==> src/rtl/pclk_rate_ctrl_pkg.sv <==
// pclk_rate_pkg: shared types and the rate-to-divider-ratio lookup for pclk_rate_ctrl.
package pclk_rate_pkg;

    typedef enum logic [2:0] {RUN, GATE, LOAD, HOLD, SETTLE, ACK} state_t;

    typedef logic [1:0] rate_t;

    localparam rate_t RATE_ILLEGAL = 2'd3;

    function automatic logic [7:0] rate_ratio(
        input rate_t      r,
        input logic [7:0] r0,
        input logic [7:0] r1,
        input logic [7:0] r2
    );
        return (r == 2'd0) ? r0 : (r == 2'd1) ? r1 : r2;
    endfunction

endpackage

==> src/rtl/pclk_rate_ctrl.sv <==
// pclk_rate_ctrl: sequences Clock_Div through PIPE rate changes (gate, load, hold, settle, ack).
// Optional PCLK_RATE_LOCK_WAIT_EN adds div_lock and ends SETTLE early on lock, retrying LOAD on timeout.
module pclk_rate_ctrl
    import pclk_rate_pkg::*;
#(
    parameter logic [7:0] RATIO_R0      = 8'd20,
    parameter logic [7:0] RATIO_R1      = 8'd10,
    parameter logic [7:0] RATIO_R2      = 8'd5,
    parameter int         GATE_CYCLES   = 4,
    parameter int         HOLD_CYCLES   = 4,
    parameter int         SETTLE_CYCLES = 64
) (
    input  logic       Ref_Clk,
    input  logic       rst,
    input  logic       req_valid,
    input  rate_t      rate_req,
`ifdef PCLK_RATE_LOCK_WAIT_EN
    input  logic       div_lock,
`endif
    output logic       req_ready,
    output logic       rate_ack,
    output logic       rate_err,
    output rate_t      cur_rate,
    output logic [7:0] div_ratio,
    output logic       div_rst_n,
    output logic       clk_gate_en
);

    localparam logic [7:0] GATE_LD   = 8'(GATE_CYCLES - 1);
    localparam logic [7:0] HOLD_LD   = 8'(HOLD_CYCLES - 1);
    localparam logic [7:0] SETTLE_LD = 8'(SETTLE_CYCLES - 1);

    state_t     r_state, w_state;
    logic [7:0] r_cnt, w_cnt;
    rate_t      r_tgt, w_tgt;
    rate_t      r_cur, w_cur;
    logic [7:0] r_ratio, w_ratio;
    logic       r_req, w_req;
    logic       r_gate, w_gate;
    logic       r_drst, w_drst;
    logic       r_ready, w_ready;
    logic       r_ack, w_ack;
    logic       r_err, w_err;
    logic       w_done, w_fail, w_accept;

`ifdef PCLK_RATE_LOCK_WAIT_EN
    logic r_lock;

    always_ff @(posedge Ref_Clk or negedge rst) begin
        if (!rst) r_lock <= 1'b0;
        else      r_lock <= div_lock;
    end

    // Lock must be seen on two consecutive samples, and only from the 4th settle cycle on
    assign w_done = div_lock && r_lock && ((SETTLE_LD - r_cnt) >= 8'd3);
    assign w_fail = (r_cnt == 8'd0) && !w_done;
`else
    assign w_done = (r_cnt == 8'd0);
    assign w_fail = 1'b0;
`endif

    assign w_accept = req_valid && r_ready;

    always_ff @(posedge Ref_Clk or negedge rst) begin
        if (!rst) begin
            r_state <= HOLD;
            r_cnt   <= HOLD_LD;
            r_tgt   <= 2'd0;
            r_cur   <= 2'd0;
            r_ratio <= RATIO_R0;
            r_req   <= 1'b0;
            r_gate  <= 1'b0;
            r_drst  <= 1'b0;
            r_ready <= 1'b0;
            r_ack   <= 1'b0;
            r_err   <= 1'b0;
        end else begin
            r_state <= w_state;
            r_cnt   <= w_cnt;
            r_tgt   <= w_tgt;
            r_cur   <= w_cur;
            r_ratio <= w_ratio;
            r_req   <= w_req;
            r_gate  <= w_gate;
            r_drst  <= w_drst;
            r_ready <= w_ready;
            r_ack   <= w_ack;
            r_err   <= w_err;
        end
    end

    // Outputs are registered: each value below is what the next state presents on entry
    always_comb begin
        w_state = r_state;
        w_cnt   = r_cnt - 8'd1;
        w_tgt   = r_tgt;
        w_cur   = r_cur;
        w_ratio = r_ratio;
        w_req   = r_req;
        w_gate  = r_gate;
        w_drst  = r_drst;
        w_ready = 1'b0;
        w_ack   = 1'b0;
        w_err   = 1'b0;
        case (r_state)
            RUN: begin
                w_ready = !w_accept;
                if (w_accept) begin
                    if (rate_req == RATE_ILLEGAL) begin
                        w_err = 1'b1;
                    end else if (rate_req == r_cur) begin
                        w_ack = 1'b1;
                    end else begin
                        w_state = GATE;
                        w_cnt   = GATE_LD;
                        w_gate  = 1'b0;
                        w_tgt   = rate_req;
                        w_req   = 1'b1;
                    end
                end
            end
            GATE: begin
                if (r_cnt == 8'd0) begin
                    w_state = LOAD;
                    w_ratio = rate_ratio(r_tgt, RATIO_R0, RATIO_R1, RATIO_R2);
                    w_drst  = 1'b0;
                end
            end
            LOAD: begin
                w_state = HOLD;
                w_cnt   = HOLD_LD;
            end
            HOLD: begin
                if (r_cnt == 8'd0) begin
                    w_state = SETTLE;
                    w_cnt   = SETTLE_LD;
                    w_drst  = 1'b1;
                end
            end
            SETTLE: begin
                if (w_done) begin
                    w_state = ACK;
                    w_gate  = 1'b1;
                    w_cur   = r_tgt;
                    w_ack   = r_req;
                    w_req   = 1'b0;
                end else if (w_fail) begin
                    w_state = LOAD;
                    w_ratio = rate_ratio(r_tgt, RATIO_R0, RATIO_R1, RATIO_R2);
                    w_drst  = 1'b0;
                    w_err   = 1'b1;
                end
            end
            ACK: begin
                w_state = RUN;
                w_ready = 1'b1;
            end
            default: w_state = RUN;
        endcase
    end

    assign req_ready   = r_ready;
    assign rate_ack    = r_ack;
    assign rate_err    = r_err;
    assign cur_rate    = r_cur;
    assign div_ratio   = r_ratio;
    assign div_rst_n   = r_drst;
    assign clk_gate_en = r_gate;

endmodule

==> config.mk <==
export PLATFORM = sky130hd
export DESIGN_NAME = pclk_rate_ctrl
export DESIGN_NICKNAME = d
export VERILOG_FILES = /design/src/rtl/pclk_rate_ctrl_pkg.sv /design/src/rtl/pclk_rate_ctrl.sv
export SDC_FILE = /design/constraint.sdc
export NUM_CORES = 1
export LEC_CHECK = 0
export BUFFER_PORTS_ARGS = -buffer_cell sky130_fd_sc_hd__buf_2
export CORE_MARGIN = 1.5
export CORE_UTILIZATION = 59
export DETAILED_ROUTE_END_ITERATION = 10
export PLACE_DENSITY = 0.83
export SLEW_MARGIN = 30
export SYNTH_ARGS = -nofsm -noshare
export SYNTH_HDL_FRONTEND = slang
export SYNTH_SLANG_ARGS = --single-unit
export TNS_END_PERCENT = 100
==> constraint.sdc <==
create_clock -name Ref_Clk -period 3.3 [get_ports Ref_Clk]
set_input_delay 0.66 -clock Ref_Clk [delete_from_list [all_inputs] [get_ports Ref_Clk]]
set_output_delay 0.66 -clock Ref_Clk [all_outputs]
set_load 0.02 [all_outputs]
==> impl_metrics.sql, run 1 <==
INSERT INTO impl_metrics (metric_group, metric, value, unit) VALUES
('critical_path', 'crit_required', '3520', 'ps'),
('cells_and_area', 'antennaDiodeCount', '0', ''),
('die', 'io-pin-count', '20', ''),
('timing', 'slew_of_the_pin_with_the_lowest_slew_margin', '542.7', 'ps'),
('flow_run', 'timing.max_cap.violations', '0', ''),
('timing', 'timing.setup.tns', '0', 'ps'),
('cells_and_area', 'flow.area_growth_from_synthesis', '8.143', '%'),
('timing', 'rsz0062_at_grt', 'false', ''),
('drt', 'via_per_inst', '5.592', ''),
('clock_network', 'cts_num_sinks', '25', ''),
('global_route', 'global_route.overflow_total', '0', ''),
('drt', 'wl_per_cell', '14.75', 'um'),
('synthesis', 'portion_of_the_post_synthesis_area_used_by_sequential_elements', '50.25', '%'),
('cells_and_area', 'mostFrequentLayoutCells', 'dfrtp_1 (19), buf_2 (16), nand2_1 (13)', ''),
('critical_path', 'crit_type', 'reg -> reg', ''),
('clock_network', 'cts.path.max_buffers', '2', ''),
('cells_and_area', 'seqCellArea', '633.1', 'um2'),
('placed_design', 'hpwl', '1.743', 'mm'),
('power', 'p_total', '1.100', 'mW'),
('synthesis', 'post-synth-top-area-fraction', '37.74', '%'),
('placed_design', 'post_dp_cell_area', '1333', 'um2'),
('timing', 'finClkSkew', '5.716', 'ps'),
('global_route', 'grtUsageTotal', '21.16', '%'),
('timing', 'slew_headroom', '63.82', '%'),
('die', 'die_height', '49.21', 'um'),
('critical_path', 'critical-path-max-stage-delay', '460', 'ps'),
('synthesis', 'ys_seq_elements', '25', ''),
('critical_path', 'worst_setup_path_start_kind', 'flip-flop', ''),
('cells_and_area', 'mostFrequentLayoutCell', 'dfrtp_1', ''),
('clock_network', 'gates_resized_cts_repair', '0', ''),
('clock_network', 'cts.root.buffer_cell', 'clkbuf_4', ''),
('clock_network', 'ctsHoldBuffers', '0', ''),
('cells_and_area', 'fin_area', '1363', 'um2'),
('clock_network', 'clock_insertion_delay_worst_skew', '320', 'ps'),
('critical_path', 'cp-end-kind', 'flip-flop', ''),
('power', 'static-leakage-power', '0.6298', 'nW'),
('drt', 'drt_wl_total', '2.315', 'mm'),
('cells_and_area', 'layout.nets', '138', ''),
('placed_design', 'count_of_buffers_from_port_buffering', '16', ''),
('die', 'chipWidth', '49.21', 'um'),
('critical_path', 'path_delay_family', 'compound AO/OA/AOI/OAI gates', ''),
('die', 'core', '1982', 'um2'),
('synthesis', 'top_cells_by_area_synth', 'dfrtp_1 (38%), dfstp_2 (13%), nand2_1 (3.9%)', ''),
('global_route', 'antenna_violations_before_repair', '0', ''),
('die', 'design.die.area', '2422', 'um2'),
('global_route', 'grt_max_degree', '26', ''),
('timing', 'report.final.hold_viol_count', '0', ''),
('synthesis', 'synth_top_area_cell', 'dfrtp_1', ''),
('synthesis', 'synth-main-ff-cell', 'dfrtp_1', ''),
('synthesis', 'synth_cell_types', '39', ''),
('drt', 'detail_route.first_pass.iterations', '5', ''),
('drt', 'drc', '0', ''),
('synthesis', 'synth_area', '1260', 'um2'),
('synthesis', 'synthCells', '115', ''),
('timing', 'timing.hold.ws', '302.6', 'ps'),
('clock_network', 'cts.repair_timing.setup_buffer_count', '0', ''),
('cells_and_area', 'fillers', '161', ''),
('cells_and_area', 'post_route_cells_drive_above_1_share', '30.77', '%'),
('timing', 'fmax', '560.2', 'MHz'),
('clock_network', 'htree_levels', '1', ''),
('synthesis', 'synth.yosys.warnings', '0', ''),
('clock_network', 'cts_tree', 'built', ''),
('critical_path', 'critical_path.cell_chain', 'nand2b_1, a211oi_1, o21ba_2, mux2_1', ''),
('timing', 'timing.final.setup_violations', '0', ''),
('synthesis', 'avgSynthCellArea', '10.96', 'um2'),
('clock_network', 'clk_pin_slew', '140', 'ps'),
('min_path', 'worstHoldPathType', 'in -> async', ''),
('critical_path', 'cp_num_buf_inv', '0', ''),
('drt', 'final_antenna_net_count', '0', ''),
('outcome', 'status', 'finished clean', ''),
('die', 'start_util', '63.57', '%');
report_power, final:
group / leakage (nW) / switching, mW / total [mW] / internal (mW)
combinational: 0.307 / 0.211 / 0.383 / 0.173
clock: 0.0139 / 0.0917 / 0.138 / 0.0464
sequential: 0.309 / 0.137 / 0.579 / 0.441
worst register-to-register path, cell delays in order, from the launching register on:
cell      delay, ps
dfrtp_1         460
nand2b_1        170
a211oi_1        460
o21ba_2         250
mux2_1          330
cells in the mapped netlist (all sizes together), types with 3 or more instances:
library cell,n
inv,8
xnor2,3
dfrtp,19
mux2,5
buf,5
nand2,13
xor2,4
a211oi,4
a21oi,7
dfstp,6
nor2,7
nor3b,3
final cells by class:
cell class / instances / area share, %
clock inverter: 1 / 0.5510
sequential: 25 / 46.46
timing repair buffer: 16 / 5.877
inverter: 8 / 2.204
clock buffer: 3 / 1.653
multi-input combinational: 77 / 40.77
tap: 27 / 2.479
per-stage QoR:
step	util [%]	cells	worst slack, ps
2_1_floorplan	-	117	1539
3_3_place_gp	67.23	153	1380
3_5_place_dp	67.23	153	1239
4_1_cts	68.75	157	1506
5_1_grt	68.75	157	1405
6_report	68.75	157	1515
cell families (layout without fill, tap and decap cells):
logic type	count (synthesis)	after routing	share of synthesized area (%)
AOI/OAI and AO/OA	22	22	12.31
xor gates and xnor gates	7	7	4.866
other	1	3	0.2976
muxes	5	5	4.468
DFF	25	25	50.25
buffers and inverters	15	28	6.257
adders and majority gates	2	2	1.986
and+or+nand+nor	38	38	19.56
final timing paths:
path	startpoint	to	slack, ps	cells past startpoint
max in group asynchronous	rst	r_cnt[0]$_DFF_PN1_	2630	1
hold reg to reg	div_ratio[2]$_DFFE_PN1P_	div_ratio[2]$_DFFE_PN1P_	470	2
setup reg to reg	cur_rate[0]$_DFFE_PN0P_	r_tgt[1]$_DFFE_PN0P_	1510	4
hold / removal	rst	rate_ack$_DFF_PN0_	300	1
min in group Ref_Clk	div_ratio[2]$_DFFE_PN1P_	div_ratio[2]$_DFFE_PN1P_	470	2
setup / recovery	cur_rate[0]$_DFFE_PN0P_	r_tgt[1]$_DFFE_PN0P_	1510	4
sequential cells by signal (all words and copies together), names as in the netlist:
signal       count
rate_ack         1
rate_err         1
req_ready        1
r_tgt            2
cur_rate         2
clk_gate_en      1
div_rst_n        1
r_state          3
r_req            1
r_cnt            8
div_ratio        4
per-layer routing:
| metal | part of all wire (%) | track usage (%) | wire [um] | vias to the layer above |
|---|---|---|---|---|
| li1 | - | - | - | 423 |
| met4 | 1.7 | 8.095 | 40 | 0 |
| met3 | 1.9 | 2.147 | 44 | 7 |
| met1 | 42 | 25.31 | 961 | 430 |
| met5 | 0 | 0 | 0 | - |
| met2 | 55 | 38.74 | 1269 | 18 |
Note: power is estimated with default switching activity, not from simulation.
==> run 2, diff against run 1 <==
Settings changed: CORE_UTILIZATION 59 to 54, PLACE_DENSITY 0.83 to 0.77.
Clock period 3.3 ns to 1.85 ns, I/O delays scaled along.
==> run 2 against run 1 <==
Non-clock buffer count is 2 higher. Final cell count rose by 1.9%. Register-to-register slack got worse by 1400 ps. Flip-flop and latch count is the same. Critical path type unchanged. Critical endpoint is now cur_rate[0]$_DFFE_PN0P_. Largest cell class unchanged.
==> impl_metrics.sql, run 2 (synthesized netlist as in run 1, its figures left out) <==
INSERT INTO impl_metrics (metric_group, metric, value, unit) VALUES
('outcome', 'status', 'finished clean', ''),
('clock_network', 'clk_pin_slew', '130', 'ps'),
('critical_path', 'path_delay_family', 'flip-flops', ''),
('clock_network', 'cts.path.max_buffers', '2', ''),
('critical_path', 'r2r-start', 'r_cnt[0]$_DFF_PN1_', ''),
('drt', 'vias_post_dr', '869', ''),
('cells_and_area', 'antennaDiodeCount', '0', ''),
('cells_and_area', 'fillers', '200', ''),
('critical_path', 'worst_setup_path_start_kind', 'flip-flop', ''),
('critical_path', 'critical_path.cell_chain', 'inv_1, ha_1, nor3b_2, nand4_1, mux2_2', ''),
('timing', 'fmax', '591.5', 'MHz'),
('global_route', 'grt_pass1_wl', '3.643', 'mm'),
('timing', 'report.final.hold_viol_count', '0', ''),
('cells_and_area', 'area_of_the_multi_input_gates', '560.5', 'um2'),
('cells_and_area', 'largest_reg_flops', '8', ''),
('critical_path', 'crit_type', 'reg -> reg', ''),
('critical_path', 'crit_path_start', 'r_cnt[0]$_DFF_PN1_', ''),
('drt', 'detail_route.first_pass.iterations', '4', ''),
('power', 'static-leakage-power', '0.6423', 'nW'),
('critical_path', 'cp-end-kind', 'flip-flop', ''),
('cells_and_area', 'flow.area_growth_from_synthesis', '9.533', '%'),
('clock_network', 'cts.repair_timing.setup_buffer_count', '0', ''),
('critical_path', 'cp_num_buf_inv', '1', ''),
('clock_network', 'htree_levels', '1', ''),
('critical_path', 'cp.depth', '5', ''),
('critical_path', 'critical-path-max-stage-delay', '580', 'ps'),
('placed_design', 'post_dp_cell_area', '1349', 'um2'),
('drt', 'final_antenna_net_count', '0', ''),
('die', 'core', '2212', 'um2'),
('cells_and_area', 'post_route_cells_drive_above_1_share', '31.82', '%'),
('cells_and_area', 'mostFrequentLayoutCell', 'dfrtp_1', ''),
('clock_network', 'clock_insertion_delay_worst_skew', '310', 'ps'),
('critical_path', 'crit_required', '2060', 'ps'),
('min_path', 'worstHoldPathType', 'in -> async', ''),
('timing', 'report.final.slew_viol_count', '0', ''),
('critical_path', 'cpMaxStageDelayCell', 'dfstp_2', ''),
('die', 'die_height', '51.31', 'um'),
('timing', 'timing.final.crit_share', '91.39', '%'),
('critical_path', 'worst-r2r-cell-count', '5', ''),
('cells_and_area', 'mostFrequentLayoutCells', 'dfrtp_1 (19), buf_2 (16), nand2_1 (13)', ''),
('timing', 'timing.setup.tns', '0', 'ps'),
('global_route', 'grt_max_degree', '26', ''),
('timing', 'timing.final.setup_violations', '0', ''),
('cells_and_area', 'top_register', 'r_cnt', ''),
('die', 'std_cell_rows', '17', ''),
('power', 'ir_drop', '893.7', 'uV'),
('global_route', 'antenna_violations_before_repair', '0', ''),
('clock_network', 'cts.root.buffer_cell', 'clkbuf_4', ''),
('placed_design', 'count_of_buffers_from_port_buffering', '16', ''),
('placed_design', 'hpwl', '1.644', 'mm'),
('cells_and_area', 'layout.nets', '140', ''),
('power', 'p_total', '1.948', 'mW'),
('timing', 'slew_headroom', '62.81', '%'),
('power', 'power_per_cell_area', '1412', 'nW/um2'),
('die', 'design.die.area', '2632', 'um2'),
('global_route', 'global_route.overflow_total', '0', ''),
('die', 'io-pin-count', '20', ''),
('timing', 'finClkSkew', '4.541', 'ps'),
('global_route', 'grtUsageTotal', '19.06', '%'),
('drt', 'drc', '0', ''),
('timing', 'timing.hold.ws', '25.13', 'ps'),
('clock_network', 'numCtsBuffers', '3', ''),
('timing', 'slew_of_the_pin_with_the_lowest_slew_margin', '557.9', 'ps'),
('drt', 'initialDrtViolationCount', '4', ''),
('die', 'start_util', '56.96', '%'),
('cells_and_area', 'fin_area', '1380', 'um2'),
('timing', 'finalWorstSetupSlack', '159.3', 'ps'),
('timing', 'rsz0062_at_grt', 'false', ''),
('timing', 'layout_min_cycle_time', '1691', 'ps'),
('clock_network', 'ctsHoldBuffers', '0', ''),
('critical_path', 'timing.critical_path.fanout_max', '5', ''),
('drt', 'wl_per_cell', '13.56', 'um'),
('placed_design', 'place.gp.congestion', '0.8532', ''),
('global_route', 'via_count_of_the_first_global_routing_pass', '832', ''),
('placed_design', 'dpl_worst_slack', '128.9', 'ps'),
('drt', 'drt_wl_total', '2.169', 'mm'),
('drt', 'via_per_inst', '5.431', ''),
('clock_network', 'cts_tree', 'built', ''),
('critical_path', 'worst_ep_arrival_time', '1900', 'ps'),
('cells_and_area', 'seqCellArea', '633.1', 'um2'),
('clock_network', 'cts_num_sinks', '25', ''),
('die', 'chipWidth', '51.31', 'um'),
('flow_run', 'timing.max_cap.violations', '0', '');
run 2: area by class of cell:
type                       instances  share of cell area, %
inverter                           8                  2.176
multi-input combinational         77                  40.62
sequential                        25                  45.87
clock buffer                       4                  1.904
tap                               28                  2.539
timing repair buffer              18                  6.890
run 2: final timing paths:
kind / end / slack (ps)
min in group Ref_Clk: rate_err$_DFF_PN0_ / 320
setup / recovery: cur_rate[0]$_DFFE_PN0P_ / 160
hold / removal: r_cnt[6]$_DFF_PN0_ / 30
hold reg to reg: div_ratio[4]$_DFFE_PN1P_ / 460
setup reg to reg: cur_rate[0]$_DFFE_PN0P_ / 160
max in group asynchronous: div_ratio[4]$_DFFE_PN1P_ / 1450
run 2: routing by layer:
metal,up-vias,part of all wire [%],global-route usage (%)
met5,-,0,0
met4,0,2.2,10.53
met3,4,2.9,3.801
met2,12,51,32.47
met1,426,44,22.46
li1,427,-,-
run 2: timing repair:
item	CTS	global route
gates resized for setup	0	1
endpoints found under the hold margin	0	0
endpoints found under the setup margin	0	2
run 2: worst reg2reg max path, stage by stage (launching register included):
cell and delay [ps]:
dfstp_2 580, inv_1 60, ha_1 180, nor3b_2 180
nand4_1 220, mux2_2 360
run 2: where the power goes:
group	internal, mW	switching (mW)	leakage, nW	total [mW]
logic	0.310	0.373	0.319	0.683
registers	0.787	0.241	0.309	1.03
clock network	0.0842	0.153	0.0150	0.237
total	1.18	0.766	0.642	1.95
run 2: metrics by stage:
stage	cells	utilization [%]
floorplan	117	-
global placement	156	60.97
detailed placement	156	60.97
CTS	160	62.16
global route	160	62.39
finish	160	62.39
